==> src/rtl/prime_test_pkg.sv <==
`default_nettype none
// ============================================================================
// Module      : prime_test_pkg
// Description : Shared state encoding and defaults for the prime_test block.
// Revision    : 1.0 - initial release
// ============================================================================
package prime_test_pkg;

  // Default operand width selector: W = 1 << WIDTH_LOG.
  localparam int unsigned WIDTH_LOG_DEF = 4;

  // Controller states. DONE writes the outputs and returns to IDLE.
  typedef enum logic [2:0] {
    ST_IDLE      = 3'd0,
    ST_SMALL     = 3'd1,
    ST_DIV_START = 3'd2,
    ST_DIV_WAIT  = 3'd3,
    ST_NEXT      = 3'd4,
    ST_DONE      = 3'd5
  } state_e;

endpackage : prime_test_pkg
`default_nettype wire

==> src/rtl/prime_test_divmod.sv <==
`default_nettype none
// ============================================================================
// Module      : prime_test_divmod
// Description : Restoring divider, one quotient bit per cycle, W iterations.
//               Only the remainder is exported; done pulses for one cycle.
// Revision    : 1.0 - initial release
// ============================================================================
module prime_test_divmod
  import prime_test_pkg::*;
#(
  parameter int WIDTH_LOG = WIDTH_LOG_DEF,
  localparam int W = 1 << WIDTH_LOG
) (
  input  logic         clk,
  input  logic         rst,     // asynchronous, active-low
  input  logic         start,   // accepted only while idle
  input  logic [W-1:0] a,       // dividend
  input  logic [W-1:0] b,       // divisor (non-zero)
  output logic         done,    // one-cycle pulse, rem valid from here on
  output logic [W-1:0] rem
);

  localparam logic [WIDTH_LOG:0] ITERS = W[WIDTH_LOG:0];
  localparam logic [WIDTH_LOG:0] ONE   = {{WIDTH_LOG{1'b0}}, 1'b1};

  logic               busy_q;
  logic               done_q;
  logic [WIDTH_LOG:0] cnt_q;
  logic [W-1:0]       rem_q;
  logic [W-1:0]       quo_q;
  logic [W-1:0]       div_q;

  logic [W:0]         shl;
  logic               fits;
  logic [W-1:0]       rem_step;
  logic [W-1:0]       quo_step;

  // One restoring step: shift in the next dividend bit, subtract if it fits.
  // When it fits, the difference is below the divisor, so the low W bits of
  // the wrapped subtraction are exact.
  always_comb begin
    shl      = {rem_q, quo_q[W-1]};
    fits     = (shl >= {1'b0, div_q});
    rem_step = fits ? (shl[W-1:0] - div_q) : shl[W-1:0];
    quo_step = {quo_q[W-2:0], fits};
  end

  // Load on start when idle, then iterate W times and pulse done.
  always_ff @(posedge clk or negedge rst) begin
    if (!rst) begin
      busy_q <= 1'b0;
      done_q <= 1'b0;
      cnt_q  <= '0;
      rem_q  <= '0;
      quo_q  <= '0;
      div_q  <= '0;
    end else begin
      done_q <= 1'b0;
      if (!busy_q) begin
        if (start) begin
          busy_q <= 1'b1;
          cnt_q  <= ITERS;
          rem_q  <= '0;
          quo_q  <= a;
          div_q  <= b;
        end
      end else begin
        rem_q <= rem_step;
        quo_q <= quo_step;
        cnt_q <= cnt_q - ONE;
        if (cnt_q == ONE) begin
          busy_q <= 1'b0;
          done_q <= 1'b1;
        end
      end
    end
  end

  assign done = done_q;
  assign rem  = rem_q;

endmodule : prime_test_divmod
`default_nettype wire

==> config.mk <==
export PLATFORM = sky130hd
export DESIGN_NAME = prime_test_divmod
export DESIGN_NICKNAME = d
export VERILOG_FILES = /design/src/rtl/prime_test_pkg.sv /design/src/rtl/prime_test_divmod.sv
export SDC_FILE = /design/constraint.sdc
export NUM_CORES = 1
export LEC_CHECK = 0
export CORE_UTILIZATION = 49
export DETAILED_ROUTE_END_ITERATION = 10
export PLACE_DENSITY = 0.77
export SLEW_MARGIN = 20
export SYNTH_ARGS = -nofsm -noshare
export SYNTH_HDL_FRONTEND = slang
export SYNTH_SLANG_ARGS = --single-unit
==> constraint.sdc <==
create_clock -name clk -period 2.2 [get_ports clk]
set_input_delay 0.44 -clock clk [delete_from_list [all_inputs] [get_ports clk]]
set_output_delay 0.44 -clock clk [all_outputs]
set_load 0.005 [all_outputs]
==> results of run 1 <==
==> power groups by stage <==
stage | logic [mW] | registers [mW] | clock network (mW)
after floorplan | 3.51 | 1.86 | 0
after global placement | 5.19 | 1.91 | 0
final | 5.99 | 1.94 | 0.580
after global routing | 6.62 | 2.00 | 0.638
after CTS | 5.64 | 1.93 | 0.603
after detailed placement | 5.38 | 1.94 | 0
==> cells in the final DEF, fill, tap and decap left out, drive strengths merged, types with 2 or more instances in the layout <==
cell	count
buf	56
dfrtp	55
nand2	50
clkdlybuf4s50	50
o21ai	48
inv	28
nand3	19
mux2i	18
a21oi	18
ha	18
nor2	11
nor3b	8
a31oi	8
nand2b	8
nand4	7
xor2	7
o311ai	7
xnor2	6
clkbuf	6
a21o	5
nor3	4
nor2b	4
o211ai	2
or3	2
mux2	2
o31ai	2
and3	2
==> worst max-delay path, stage by stage (launching register included) <==
cell and delay (ns):
dfrtp_1 0.43, ha_4 0.28, o211ai_1 0.11, a21oi_2 0.16, nor2b_2 0.07, o211a_4 0.25
o311a_4 0.45, buf_6 0.15, a32oi_1 0.19, nand2_1 0.07
==> per-layer routing <==
layer / GRT usage (%) / up-vias / part of all wire [%]
met5: 0 / - / 0
met4: 7.210 / 0 / 1.8
met3: 3.462 / 12 / 3.5
met2: 40.76 / 67 / 49
met1: 31.63 / 1442 / 45
li1: - / 1472 / -
==> final timing paths <==
path	slack, ns	end	depth (start not counted)	start
max reg2reg	-0.06	rem[14]	9	rem[3]
min reg2reg	0.50	quo_q[12]	2	quo_q[11]
min in group asynchronous	0.53	quo_q[3]	2	rst
min	0.50	quo_q[12]	2	quo_q[11]
max	-0.06	rem[14]	9	rem[3]
max in group asynchronous	1.15	div_q[15]	3	rst
==> flip-flops by register name (all words and copies together), names as in the netlist <==
register	count
div_q	16
done	1
busy_q	1
rem	16
cnt_q	5
quo_q	16
==> metrics by stage <==
step	hold slack, ns	worst slack, ns	instance area (um2)
2_1_floorplan	0.1444	0.01139	3303
3_3_place_gp	0.3404	-0.08269	4213
3_5_place_dp	0.3442	-0.1755	4213
4_1_cts	0.5077	0.006435	4405
5_1_grt	0.5255	-0.1138	4504
6_report	0.4997	-0.05888	4504
==> cell type report <==
cell class | count | area [um2] | area share (%)
Clock buffer | 6 | 72.57 | 1.611
Clock inverter | 2 | 17.52 | 0.3889
Inverter | 27 | 101.3 | 2.250
Multi-Input combinational cell | 265 | 1862 | 41.33
Sequential cell | 55 | 1378 | 30.58
Tap cell | 77 | 96.34 | 2.139
Timing Repair Buffer | 107 | 977.2 | 21.69
==> logic make-up (layout without fill, tap and decap cells) <==
kind of cell,Yosys count,in the layout,synth area share [%]
AOI/OAI and AO/OA,97,97,17.88
xor gates and xnor gates,13,13,3.447
adders and majority gates,19,19,7.424
buffers and inverters,51,142,6.591
DFF,55,55,41.67
muxes,20,20,6.136
and+or+nand+nor,116,116,16.86
==> what timing repair did <==
item / CTS / global route
hold endpoints to repair: 10 / 0
setup endpoints to repair: 16 / 17
pin swaps: 1 / 16
setup buffers: 1 / 3
hold buffers: 1 / 0
resized for setup: 13 / 13
==> impl_metrics.env, run 1 <==
export IMPL_status="finished with violations"
export IMPL_violations="design-rule violations, negative setup slack"
export IMPL_synth_top_area_share_pct=41.67
export IMPL_syn_inst=371
export IMPL_cts_path_max_buffers=2
export IMPL_hp_class="reg2reg"
export IMPL_htree_levels=2
export IMPL_cap_violations=0
export IMPL_finClkSkew_ns=0.008624
export IMPL_relSlewSlack_pct=59.21
export IMPL_worstSetupStartpointType="flop"
export IMPL_grt_pass1_wl_mm=13.62
export IMPL_wirelength_mm=7.999
export IMPL_clk_pin_slew_ns=0.10
export IMPL_diodes=0
export IMPL_wl_per_cell_um=14.84
export IMPL_power_internal_mw=4.897
export IMPL_hpwl_mm=5.945
export IMPL_yosysTopAreaCell="dfrtp_1"
export IMPL_drt_first_iter_violations=171
export IMPL_critPathCaptureType="flop"
export IMPL_crit_fanout=7
export IMPL_criticalPathCategory="reg2reg"
export IMPL_grtUsageTotal_pct=23.90
export IMPL_vias=2993
export IMPL_design_power_total_mw=8.510
export IMPL_drv_slew=0
export IMPL_drive_gt1_share_pct=19.26
export IMPL_layout_min_cycle_time_ns=2.259
export IMPL_grt_antenna_before_repair=0
export IMPL_grt_overflow=0
export IMPL_fp_coreArea_um2=6422
export IMPL_ys_flop_type="dfrtp_1"
export IMPL_first_global_vias=2975
export IMPL_synth_cell_types=43
export IMPL_die_h_um=84.11
export IMPL_cp_data_required_time_ns=2.41
export IMPL_io_pins=52
export IMPL_ant_nets=0
export IMPL_switching_power_mw=3.613
export IMPL_clock_fmax_mhz=442.7
export IMPL_yosys_warnings=0
export IMPL_synth_most_common_cell="dfrtp_1"
export IMPL_viasPerCell=5.553
export IMPL_fill_cells=499
export IMPL_timing_final_crit_share_pct=102.7
export IMPL_hold_viol_final=0
export IMPL_ys_top_cells_by_area="dfrtp_1 (42%), o21ai_0 (7.1%), ha_1 (6.8%), nand2_1 (5.7%), mux2i_1 (5.5%)"
export IMPL_setup_viol=9
export IMPL_rows=29
export IMPL_cts_root_buf="clkbuf_8"
export IMPL_rsz0062_at_grt="yes"
export IMPL_cts_num_sinks=55
export IMPL_power_frac_comb_pct=70.3
export IMPL_synth_nets=425
export IMPL_yosys_register_bits=55
export IMPL_grt_max_degree=36
export IMPL_ys_seq_area_share_pct=41.67
export IMPL_fin_util_pct=70.13
export IMPL_pwr_share_seq_pct=22.8
export IMPL_firstDrtPassIters=9
export IMPL_power_frac_clock_pct=6.8
export IMPL_layout_cells_non_filler=539
export IMPL_drc=8
export IMPL_cts_made_buffers=5
export IMPL_fin_ws_ns=-0.05888
export IMPL_p_sw_share_pct=42.46
export IMPL_die_w_um=84.11
export IMPL_async_flop_share_pct=100.0
export IMPL_insertion_delay_ns=0.31
export IMPL_synth_area_um2=3303
export IMPL_p_leak_nw=2.051
export IMPL_die_area_um2=7074
export IMPL_place_port_buffers=51
export IMPL_synth_edf_count=0
export IMPL_dpl_cell_count=526
export IMPL_tightestPinTransition_ns=0.6119
export IMPL_arrival_ns=2.47
export IMPL_p_per_area_nw_per_um2=1889
export IMPL_synthToLayoutAreaGrowth_pct=36.36
export IMPL_synth_common_cells="dfrtp_1 (55), nand2_1 (50), o21ai_0 (47), inv_1 (27), nand3_1 (19)"
export IMPL_tns_ns=-0.1904
export IMPL_place_gp_congestion=0.8526
export IMPL_finish_net_count=515
export IMPL_cts_tree="done"
export IMPL_start_util_pct=51.43
export IMPL_syn_area_per_cell_um2=8.903
export IMPL_max_vdd_ir_drop_uv=878.5
Power figures use the tool's default switching activity.
==> inputs of run 2 (changes only) <==
--- a/config.mk
+++ b/config.mk
@@ -5,10 +5,11 @@
 export SDC_FILE = /design/constraint.sdc
 export NUM_CORES = 1
 export LEC_CHECK = 0
-export CORE_UTILIZATION = 49
+export CORE_UTILIZATION = 50
 export DETAILED_ROUTE_END_ITERATION = 10
-export PLACE_DENSITY = 0.77
+export DONT_BUFFER_PORTS = 1
 export SLEW_MARGIN = 20
 export SYNTH_ARGS = -nofsm -noshare
 export SYNTH_HDL_FRONTEND = slang
 export SYNTH_SLANG_ARGS = --single-unit
+export TNS_END_PERCENT = 5
==> constraint.sdc (replaced) <==
create_clock -name clk -period 2.5 [get_ports clk]
set_input_delay 0.5 -clock clk [delete_from_list [all_inputs] [get_ports clk]]
set_output_delay 0.5 -clock clk [all_outputs]
set_load 0.005 [all_outputs]
==> impl_metrics.env, run 2 (synthesis results as in run 1) <==
export IMPL_status="completed"
export IMPL_io_pins=52
export IMPL_start_util_pct=52.02
export IMPL_hold_viol_final=0
export IMPL_fp_coreArea_um2=6350
export IMPL_cp_data_required_time_ns=2.71
export IMPL_slowest_delay_ns=0.39
export IMPL_arrival_ns=2.61
export IMPL_criticalPathCategory="reg2reg"
export IMPL_rsz0062_at_grt="yes"
export IMPL_cts_tree="done"
export IMPL_most_common_layout_cells="dfrtp_1 (54), nand2_1 (50), o21ai_0 (46)"
export IMPL_layout_cells_non_filler=459
export IMPL_diodes=0
export IMPL_postCtsSetupBuffers=0
export IMPL_die_h_um=83.28
export IMPL_crit_fanout=7
export IMPL_holdWs_ns=0.01620
export IMPL_firstDrtPassIters=4
export IMPL_place_gp_congestion=0.8336
export IMPL_clk_pin_slew_ns=0.10
export IMPL_hp_class="in2async"
export IMPL_crit_start="rem[11]"
export IMPL_grt_overflow=0
export IMPL_layout_min_cycle_time_ns=2.402
export IMPL_grt_antenna_before_repair=0
export IMPL_cts_num_sinks=55
export IMPL_relSlewSlack_pct=75.17
export IMPL_r2r_slack_ns=0.1
export IMPL_drc=0
export IMPL_final_common_cell="dfrtp_1"
export IMPL_wirelength_mm=6.896
export IMPL_crit_top_cell="and3_1"
export IMPL_timing_rr_end="rem[2]"
export IMPL_rows=29
export IMPL_htree_levels=2
export IMPL_ff2ff_path_depth=9
export IMPL_synthToLayoutAreaGrowth_pct=9.015
export IMPL_wl_per_cell_um=15.02
export IMPL_crit_chain="ha_1 > and3_1 > nand4_1 > nor4_1 > nor3_1 > o311ai_2 > buf_4 > and3_1 > a311o_1"
export IMPL_drv_slew=0
export IMPL_setup_viol=0
export IMPL_insertion_delay_ns=0.31
export IMPL_worst_path_max_delay_cell="dfrtp_1"
export IMPL_r2r_start="rem[11]"
export IMPL_worstSetupStartpointType="flop"
export IMPL_cap_violations=0
export IMPL_place_area_um2=3482
export IMPL_first_global_vias=2494
export IMPL_die_w_um=83.28
export IMPL_endpoint="rem[2]"
export IMPL_viasPerCell=5.542
export IMPL_critPathCaptureType="flop"
export IMPL_p_per_area_nw_per_um2=1723
export IMPL_cts_root_buf="clkbuf_8"
export IMPL_hpwl_mm=5.066
export IMPL_max_vdd_ir_drop_uv=783.4
export IMPL_dpl_cell_count=450
export IMPL_tns_ns=0
export IMPL_p_leak_nw=1.686
export IMPL_grt_pass1_wl_mm=12.01
export IMPL_vias=2544
export IMPL_grtUsageTotal_pct=21.35
export IMPL_drt_first_iter_violations=88
export IMPL_ant_nets=0
export IMPL_timing_final_crit_share_pct=96.07
export IMPL_finClkSkew_ns=0.009147
export IMPL_drive_gt1_share_pct=11.26
export IMPL_die_area_um2=6936
export IMPL_fill_cells=571
export IMPL_cts_made_buffers=5
export IMPL_finish_net_count=435
export IMPL_stdcell_area_um2=3601
export IMPL_tightestPinTransition_ns=0.3725
export IMPL_place_port_buffers=0
export IMPL_grt_max_degree=56
export IMPL_clock_fmax_mhz=416.3
export IMPL_cts_path_max_buffers=2
-- run 2: cell types whose count changed in the layout (fill, tap and decap cells not counted), sizes merged --
cell,before,now
dlygate4sd3,1,0
clkdlybuf4s50,50,0
buf,56,27
-- run 2: power by group --
part | switching [mW] | internal, mW
clock | 0.304 | 0.204
combinational | 2.15 | 1.88
sequential | 0.286 | 1.38
-- run 2: metrics by stage --
step | power [mW] | setup slack [ns] | utilization [%]
5_1_grt | 6.902 | -0.02821 | 56.71
3_3_place_gp | 5.630 | 0.1674 | 54.84
2_1_floorplan | 4.724 | 0.3114 | -
6_report | 6.206 | 0.09815 | 56.71
4_1_cts | 6.257 | 0.09226 | 56.69
3_5_place_dp | 5.697 | 0.09877 | 54.84
-- run 2: final cells by class --
cell class / instances / area, um2 / share of cell area, %
Multi-Input combinational cell: 265 / 1713 / 47.57
Sequential cell: 55 / 1378 / 38.26
Timing Repair Buffer: 27 / 222.7 / 6.185
Inverter: 27 / 101.3 / 2.814
Tap cell: 77 / 96.34 / 2.675
Clock buffer: 6 / 72.57 / 2.015
Clock inverter: 2 / 17.52 / 0.4864
-- run 2: how the worst min path moves through the flow --
stage                      to  slack [ns]  cells past startpoint
floorplan              busy_q        0.20                      0
global placement     div_q[2]        0.21                      0
detailed placement       done        0.21                      0
CTS                      done        0.03                      1
global route             done        0.03                      1
finish              quo_q[14]        0.02                      1
-- run 2: timing repair --
action                     4_1_cts  5_1_grt
resized for setup                0        2
hold endpoints to repair        55        0
hold buffers                     1        0
setup endpoints to repair        0       11
-- run 2: worst max-delay path, delay by kind of cell (launching register included) --
kind	cells	cell delay (ns)
AO/OA/AOI/OAI	2	0.49
adder cells (fa/ha/maj)	1	0.32
buffers and inverters	1	0.20
flip-flops	1	0.39
AND/OR/NAND/NOR	5	0.88
-- run 2: per-layer routing --
metal | track usage, % | wire (um) | vias to the layer above
met4 | 6.113 | 85 | 0
met3 | 4.473 | 249 | 6
li1 | - | - | 1311
met1 | 30.61 | 3495 | 1192
met5 | 0 | 0 | -
met2 | 32.64 | 3065 | 35
